==> config.mk <==
export PLATFORM = sky130hd
export DESIGN_NAME = dmem_arbiter
export DESIGN_NICKNAME = d
export VERILOG_FILES = /design/src/rtl/mips_mem_pkg.sv /design/src/rtl/sat_counter.sv /design/src/rtl/dmem_arbiter.sv
export SDC_FILE = /design/constraint.sdc
export NUM_CORES = 1
export LEC_CHECK = 0
export CORE_AREA = 4 4 131 133
export DETAILED_ROUTE_END_ITERATION = 10
export DIE_AREA = 0 0 135 137
export PLACE_DENSITY = 0.63
export SLEW_MARGIN = 10
export SYNTH_ARGS = -nofsm -noshare
export SYNTH_HDL_FRONTEND = slang
export SYNTH_HIERARCHICAL = 1
export SYNTH_SLANG_ARGS = --single-unit
==> constraint.sdc <==
create_clock -name clock -period 5.7 [get_ports clock]
set_input_delay 1.71 -clock clock [delete_from_list [all_inputs] [get_ports clock]]
set_output_delay 1.71 -clock clock [all_outputs]
set_load 0.02 [all_outputs]
==> src/rtl/mips_mem_pkg.sv <==
// Shared definitions for the data-memory path: bus widths and the
// encoding of which requester currently owns the data_ram port.
package mips_mem_pkg;

   localparam int DMEM_AW = 32;
   localparam int DMEM_DW = 32;

   typedef enum logic [1:0] {
      OWN_NONE = 2'd0,
      OWN_CPU  = 2'd1,
      OWN_DBG  = 2'd2
   } owner_t;

endpackage

==> src/rtl/sat_counter.sv <==
// Up-counter that sticks at SAT_MAX instead of wrapping; clr wins over inc.
module sat_counter #(
   parameter int               WIDTH   = 8,
   parameter logic [WIDTH-1:0] SAT_MAX = '1
) (
   input  logic             clock,
   input  logic             reset,
   input  logic             inc,
   input  logic             clr,
   output logic [WIDTH-1:0] count
);

   always_ff @(posedge clock) begin
      if (reset || clr) begin
         count <= '0;
      end else if (inc && (count != SAT_MAX)) begin
         count <= count + WIDTH'(1);
      end
   end

endmodule

==> src/rtl/dmem_arbiter.sv <==
// Shares the single data_ram port between the MEM stage and a debug/loader
// port. The CPU wins by default; a starved debug request is force-granted.
module dmem_arbiter
   import mips_mem_pkg::*;
#(
   parameter int MAX_CPU_RUN = 8,
   parameter int STALL_CNT_W = 16
) (
   input  logic                   clock,
   input  logic                   reset,
   input  logic                   cpu_req,
   input  logic                   cpu_wen,
   input  logic [DMEM_AW-1:0]     cpu_addr,
   input  logic [DMEM_DW-1:0]     cpu_wdata,
   output logic [DMEM_DW-1:0]     cpu_rdata,
   output logic                   cpu_stall,
   input  logic                   dbg_valid,
   output logic                   dbg_ready,
   input  logic                   dbg_wen,
   input  logic [DMEM_AW-1:0]     dbg_addr,
   input  logic [DMEM_DW-1:0]     dbg_wdata,
   output logic                   dbg_rvalid,
   output logic [DMEM_DW-1:0]     dbg_rdata,
   output logic [DMEM_AW-1:0]     ram_raddr,
   output logic [DMEM_AW-1:0]     ram_waddr,
   output logic                   ram_wen,
   output logic [DMEM_DW-1:0]     ram_win,
   input  logic [DMEM_DW-1:0]     ram_rout,
   output logic [STALL_CNT_W-1:0] stall_cnt
);

   localparam int                  STARVE_W   = $clog2(MAX_CPU_RUN + 1);
   localparam logic [STARVE_W-1:0] STARVE_MAX = STARVE_W'(MAX_CPU_RUN);

   logic                starveCnt_unused;
   logic [STARVE_W-1:0] starveCnt;
   logic                dbgGnt;
   logic                cpuGnt;
   owner_t              owner;
   logic [DMEM_AW-1:0]  ramAddr;
   logic                vldP1;
   logic [DMEM_DW-1:0]  rdataP1;

   assign starveCnt_unused = 1'b0;

   assign dbgGnt    = dbg_valid && (!cpu_req || (starveCnt == STARVE_MAX));
   assign cpuGnt    = cpu_req && !dbgGnt;
   assign dbg_ready = dbgGnt;
   assign cpu_stall = cpu_req && dbgGnt;
   assign cpu_rdata = ram_rout;

   // Counts cycles a pending debug request loses to the CPU.
   sat_counter #(
      .WIDTH   (STARVE_W),
      .SAT_MAX (STARVE_MAX)
   ) starveCounter (
      .clock (clock),
      .reset (reset),
      .inc   (dbg_valid && cpu_req),
      .clr   (dbgGnt || !dbg_valid),
      .count (starveCnt)
   );

   sat_counter #(
      .WIDTH (STALL_CNT_W)
   ) stallCounter (
      .clock (clock),
      .reset (reset),
      .inc   (cpu_stall),
      .clr   (1'b0),
      .count (stall_cnt)
   );

   always_comb begin
      owner = OWN_NONE;
      if (dbgGnt) begin
         owner = OWN_DBG;
      end else if (cpuGnt) begin
         owner = OWN_CPU;
      end
   end

   always_comb begin
      ramAddr = '0;
      ram_win = '0;
      unique case (owner)
         OWN_DBG: begin
            ramAddr = dbg_addr;
            ram_win = dbg_wdata;
         end
         OWN_CPU: begin
            ramAddr = cpu_addr;
            ram_win = cpu_wdata;
         end
         default: begin
            ramAddr = '0;
            ram_win = '0;
         end
      endcase
   end

   assign ram_raddr = ramAddr;
   assign ram_waddr = ramAddr;
   assign ram_wen   = !reset && ((dbgGnt && dbg_wen) || (cpuGnt && cpu_wen));

   // Debug read response stage: data captured from the handshake cycle.
   always_ff @(posedge clock) begin
      if (reset) begin
         vldP1   <= 1'b0;
         rdataP1 <= '0;
      end else begin
         vldP1 <= dbgGnt && !dbg_wen;
         if (dbgGnt && !dbg_wen) begin
            rdataP1 <= ram_rout;
         end
      end
   end

   // Masking with reset drops a response that is due in a reset cycle.
   assign dbg_rvalid = vldP1 && !reset;
   assign dbg_rdata  = rdataP1;

endmodule

======== Yosys cells after proc, flatten, opt, wreduce, memory -nomap -nowiden ========
Index checks and enable logic that the tools add are counted.
word-level totals
  register bits ........................... 53
  latch bits .............................. 0
  bits in writable memories ............... 0
  bits in read-only memories .............. 0
  bits of input ports ..................... 166
  output and inout bits ................... 180
  logic and storage cells ................. 35
  memories kept ........................... 0
operators by class
  add/subtract/negate cells ............... 2
  $mul .................................... 0
  divide/modulo/power cells ............... 0
  magnitude comparators ................... 0
  equal/unequal tests ..................... 5
  shifts and indexed selects .............. 0
  multiplexer cells ....................... 4
  bitwise gates (word level) .............. 0
  reduce and logical (&&, ||, !) cells .... 20
operators by type and width
  kind                   number
  $pmux 32 s2            2
  $add 16x1->16 const B  1
  $ne 16x16->1 const B   1
  $logic_and 1x1->1      11
  $logic_not 1->1        5
  $add 4x1->4 const B    1
  $eq 4x4->1 const B     1
  $logic_or 1x1->1       4
  $ne 4x4->1 const B     1
  $eq 2x1->1 const B     1
  $eq 2x2->1 const B     1
  $mux 2                 1
  $mux 1                 1

======== Depth between registers and ports, before layout ========
  depth after elaboration ................. 9
  gate-level depth with buffers ........... 9
  gate-level depth less buffers ........... 6

======== Hierarchy ========
Netlist, hierarchy kept.
modules (own cells, without submodules)
  module                       times used  cells an instance  area an instance (um^2)  seq. area each (um^2)
  dmem_arbiter                 1           440                3015.4                   660.6
  sat_counter (stallCounter)   1           95                 847.1                    320.3
  sat_counter (starveCounter)  1           25                 224.0                    80.1

======== Least setup slack after synthesis ========
OpenSTA, ideal clock, no wires.
  path kind ............................... input port to output port
  start ................................... in cpu_req
  end ..................................... out ram_waddr[10]
  data arrival time ....................... 3.077 ns
  required time ........................... 3.990 ns
  slack ................................... 0.913 ns
  stages .................................. 6
  path buffers ............................ 3
  cell sequence ........................... inv_1 -> o21ai_0 -> clkbuf_1 -> clkbuf_1 -> o21ai_0 -> buf_4
between the ends
  longest elaborated chain between the ends .. 9
  elaborated cells on any way between the ends .. 10
  classes of those cells .................. eq/ne: 2; mux: 3; reduce/logical: 5
ends and longest elaborated chain
  what                                      RTL line            text
  from (decl)                               dmem_arbiter.sv:11  input logic cpu_req,
  $logic_not 1->1                           dmem_arbiter.sv:46  assign dbgGnt = dbg_valid && (!cpu_req || (starveCnt == STARVE_MAX));
  $logic_or 1x1->1                          dmem_arbiter.sv:46
  $logic_and 1x1->1                         dmem_arbiter.sv:46
  $logic_not 1->1                           dmem_arbiter.sv:47  assign cpuGnt = cpu_req && !dbgGnt;
  $logic_and 1x1->1                         dmem_arbiter.sv:47
  $mux 1                                    dmem_arbiter.sv:78  end else if (cpuGnt) begin
  $mux 2 *                                  dmem_arbiter.sv:76  if (dbgGnt) begin
  $eq 2x1->1 or $eq 2x2->1 (tied branches)  dmem_arbiter.sv:86  unique case (owner)
  $pmux 32 s2 *                             dmem_arbiter.sv:86
  to (decl)                                 dmem_arbiter.sv:25  output logic [DMEM_AW-1:0] ram_waddr,
Every way passes the cells marked *; elsewhere a longest branch is shown, timed or not.

======== Worst setup path after layout ========
  start ................................... in dbg_valid
  end ..................................... out ram_raddr[24]
between the ends
  longest elaborated chain between the ends .. 7
  elaborated cells on any way between the ends .. 8
  classes of those cells .................. eq/ne: 2; mux: 3; reduce/logical: 3
ends and longest elaborated chain
  what                                      RTL line            text
  from (decl)                               dmem_arbiter.sv:17  input logic dbg_valid,
  $logic_and 1x1->1 *                       dmem_arbiter.sv:46
  $logic_not 1->1                           dmem_arbiter.sv:47
  $logic_and 1x1->1                         dmem_arbiter.sv:47
  $mux 1                                    dmem_arbiter.sv:78
  $mux 2 *                                  dmem_arbiter.sv:76
  $eq 2x1->1 or $eq 2x2->1 (tied branches)  dmem_arbiter.sv:86
  $pmux 32 s2 *                             dmem_arbiter.sv:86
  to (decl)                                 dmem_arbiter.sv:24  output logic [DMEM_AW-1:0] ram_raddr,
Marked as above.

==> impl_metrics.json <==
{
  "status": "complete, no violations",
  "initial_core_util": 0.2582,
  "tightest_slew_ns": 1.178,
  "diodes": 0,
  "dr.pass1.iters": 4,
  "p_sw_uw": 359.4,
  "antenna_found_initial": 0,
  "power_density_nw_per_um2": 166.2,
  "synthTopCellsByArea": "dfxtp_1 26%, o211ai_1 12%, buf_4 12%",
  "worstSkewPairLatency_ns": 0.30,
  "grt_pass1_wl_um": 25160,
  "cts_root_buf": "clkbuf_16",
  "cts_setup_buffers": 0,
  "ys.flop_type": "dfxtp_1",
  "dr_wl_met3_um": 1336,
  "drc": 0,
  "setup_slack_ns": 0.2169,
  "crit_path_max_fanout": 39,
  "netSwitchingFraction": 0.2898,
  "r2r_end": "stallCounter/count[10]$_SDFFE_PP0P_",
  "place_hpwl_um": 13550,
  "drive_gt1_frac": 0.04268,
  "die_x_um": 135,
  "syn_area_um2": 4086,
  "finalCritPeriodShare": 0.9620,
  "wl_met2_um": 8523,
  "hp-class": "register to register",
  "max_cap_violations": 0,
  "ys_warn_count": 6,
  "core-area_um2": 15830,
  "combPwrFrac": 0.374,
  "yosysSeqAreaShare": 0.2596,
  "max_freq_mhz": 182.4,
  "m1WireLength_um": 6953,
  "min_path_cells": 2,
  "grt_usage": 0.1718,
  "synth-async-reset-ratio": 0,
  "io_buffers": 345,
  "core.rowCount": 46,
  "slew_headroom": 0.2146,
  "syn_to_final_growth_pct": 82.61,
  "cts_buffers": 5,
  "nFillCells": 1572,
  "cp-startpoint": "dbg_valid",
  "worst-r2r-setup-slack_ns": 2.51,
  "htreeDepth": 2,
  "ctsResizeCount": 0,
  "cts_tree": "done",
  "ioPinCount": 346,
  "final-max-slew-violation-count": 0,
  "p_clk_frac": 0.318,
  "grt-ovfl-total": 0,
  "dieArea_um2": 18500,
  "power_leakage_uw": 0.002834,
  "crit_path_end_kind": "primary output",
  "layout_min_cycle_time_ns": 5.483,
  "grt_pass1_vias": 4461,
  "viasPerCell": 4.538,
  "wl_per_cell_um": 16.52,
  "final-setup-viol-count": 0,
  "hold_ws_ns": 0.4574,
  "final-hold-violation-count": 0,
  "gp_congestion": 0.8509,
  "synth-edff-count": 0,
  "postSynthAreaPerCell_um2": 7.297,
  "grt_setup_unrepaired": "no",
  "p_int_uw": 880.7,
  "hold_start": "dbg_rdata[13]$_SDFFE_PP0P_",
  "r2r_cells": 7,
  "fin_setup_tns_ns": 0,
  "nets": 988,
  "arrival_ns": 3.77,
  "drt_iter0_drc": 250,
  "ys_ff_latch": 53,
  "clock_path_buffers": 2,
  "start_kind": "input pin",
  "dr_total_vias": 4701,
  "r2r_start": "starveCounter/count[1]$_SDFFE_PP0P_",
  "critical_path_class": "input pin to primary output",
  "ctsHoldBuffers": 0,
  "grt_max_degree": 65,
  "ir_drop_mv": 0.1390,
  "final_common_cell": "clkdlybuf4s50_1",
  "wl_um": 17120,
  "synth.distinct_cells": 49,
  "mostFrequentLayoutCells": "344 x clkdlybuf4s50_1, 72 x nand2_1, 71 x o21ai_0, 70 x inv_1, 66 x o211ai_1",
  "clk_pin_slew_ns": 0.07,
  "top_layer_used": "met4",
  "pre_cts_slack_ns": 0.2274,
  "syn-instance-count": 560,
  "synth_top_area_cell": "dfxtp_1",
  "die_y_um": 137,
  "worst-endpoint-required_ns": 3.99,
  "synth_top_area_frac": 0.2596,
  "min_to": "dbg_rdata[13]$_SDFFE_PP0P_",
  "seq_power_share": 0.308,
  "cts.sinks": 53,
  "antenna_left": 0,
  "skew_ns": 0.005543
}
metal layers:
metal | vias up | GRT usage
met5 | - | 0
li1 | 2389 | -
met1 | 2126 | 0.2093
met2 | 165 | 0.2996
met4 | 0 | 0.03919
met3 | 21 | 0.05110
Yosys cell counts, types with 2 or more instances:
| library cell | number |
|---|---|
| and2_1 | 2 |
| or3_1 | 5 |
| nand2_1 | 72 |
| o31ai_1 | 3 |
| nand4_1 | 6 |
| o21ai_0 | 72 |
| nand3_1 | 7 |
| buf_4 | 64 |
| and4_1 | 4 |
| a21boi_0 | 2 |
| a41o_1 | 4 |
| or4_1 | 3 |
| buf_1 | 5 |
| xor2_1 | 3 |
| a31oi_1 | 3 |
| mux2i_1 | 32 |
| dfxtp_1 | 53 |
| inv_1 | 70 |
| clkbuf_1 | 31 |
| nor3_1 | 4 |
| o211ai_1 | 66 |
| buf_6 | 3 |
| a21oi_1 | 10 |
| nor2_1 | 9 |
| ha_1 | 3 |
power groups by stage:
| stage | clock (uW) | sequential, uW | combinational [uW] |
|---|---|---|---|
| after floorplan | 0 | 400 | 209 |
| after global placement | 0 | 391 | 465 |
| after detailed placement | 0 | 391 | 465 |
| after CTS | 409 | 382 | 468 |
| after global routing | 423 | 383 | 492 |
| final | 395 | 382 | 463 |
logic make-up (layout without fill, tap and decap cells):
| logic type | after synthesis | after routing | synth area share |
|---|---|---|---|
| simple gates | 125 | 125 | 0.1552 |
| xor+xnor | 4 | 4 | 0.008575 |
| mux | 32 | 32 | 0.07838 |
| other cells | 1 | 2 | 0.0009177 |
| buf+inv | 177 | 436 | 0.2275 |
| fa+ha+maj | 3 | 3 | 0.009187 |
| flops | 53 | 53 | 0.2596 |
| compound gates | 165 | 165 | 0.2606 |
layout make-up:
| cell class | count | area, um^2 | share of cell area |
|---|---|---|---|
| clock buffers | 5 | 125.1 | 0.01677 |
| clock inverters | 3 | 68.82 | 0.009222 |
| inverters | 72 | 270.3 | 0.03622 |
| multi-input cells | 331 | 2111 | 0.2829 |
| flip-flops and latches | 53 | 1061 | 0.1422 |
| well taps | 216 | 270.3 | 0.03622 |
| repair buffers | 356 | 3556 | 0.4765 |
registers in the layout (all words and copies together) (netlist names):
| signal | cells |
|---|---|
| dbg_rdata | 32 |
| stallCounter/count | 16 |
| vldP1 | 1 |
| starveCounter/count | 4 |
metrics by stage:
step | cells | area [um^2] | utilization | total power [uW]
after floorplan | 561 | 4090 | - | 609.4
after global placement | 1028 | 7268 | 0.4592 | 855.6
after detailed placement | 1028 | 7268 | 0.4592 | 856.0
after CTS | 1036 | 7462 | 0.4715 | 1259
after global routing | 1036 | 7462 | 0.4715 | 1298
final | 1036 | 7462 | 0.4715 | 1240
how the worst max path moves through the flow:
| stage | to | slack, ns | depth (start not counted) |
|---|---|---|---|
| 4_1_cts | ram_waddr[24] | 0.22 | 6 |
| 6_report | ram_raddr[24] | 0.22 | 6 |
| 5_1_grt | ram_raddr[24] | 0.13 | 6 |
| 2_1_floorplan | ram_waddr[10] | 0.91 | 6 |
| 3_3_place_gp | ram_waddr[24] | 0.24 | 6 |
| 3_5_place_dp | ram_waddr[24] | 0.23 | 6 |
worst max-delay path, cell delays in order:
cell	delay (ns)
clkdlybuf4s50_1	0.49
inv_2	0.27
buf_12	0.24
o211ai_1	0.11
o21ai_0	0.22
clkdlybuf4s50_1	0.70
Note: power is estimated with default switching activity, not from simulation.
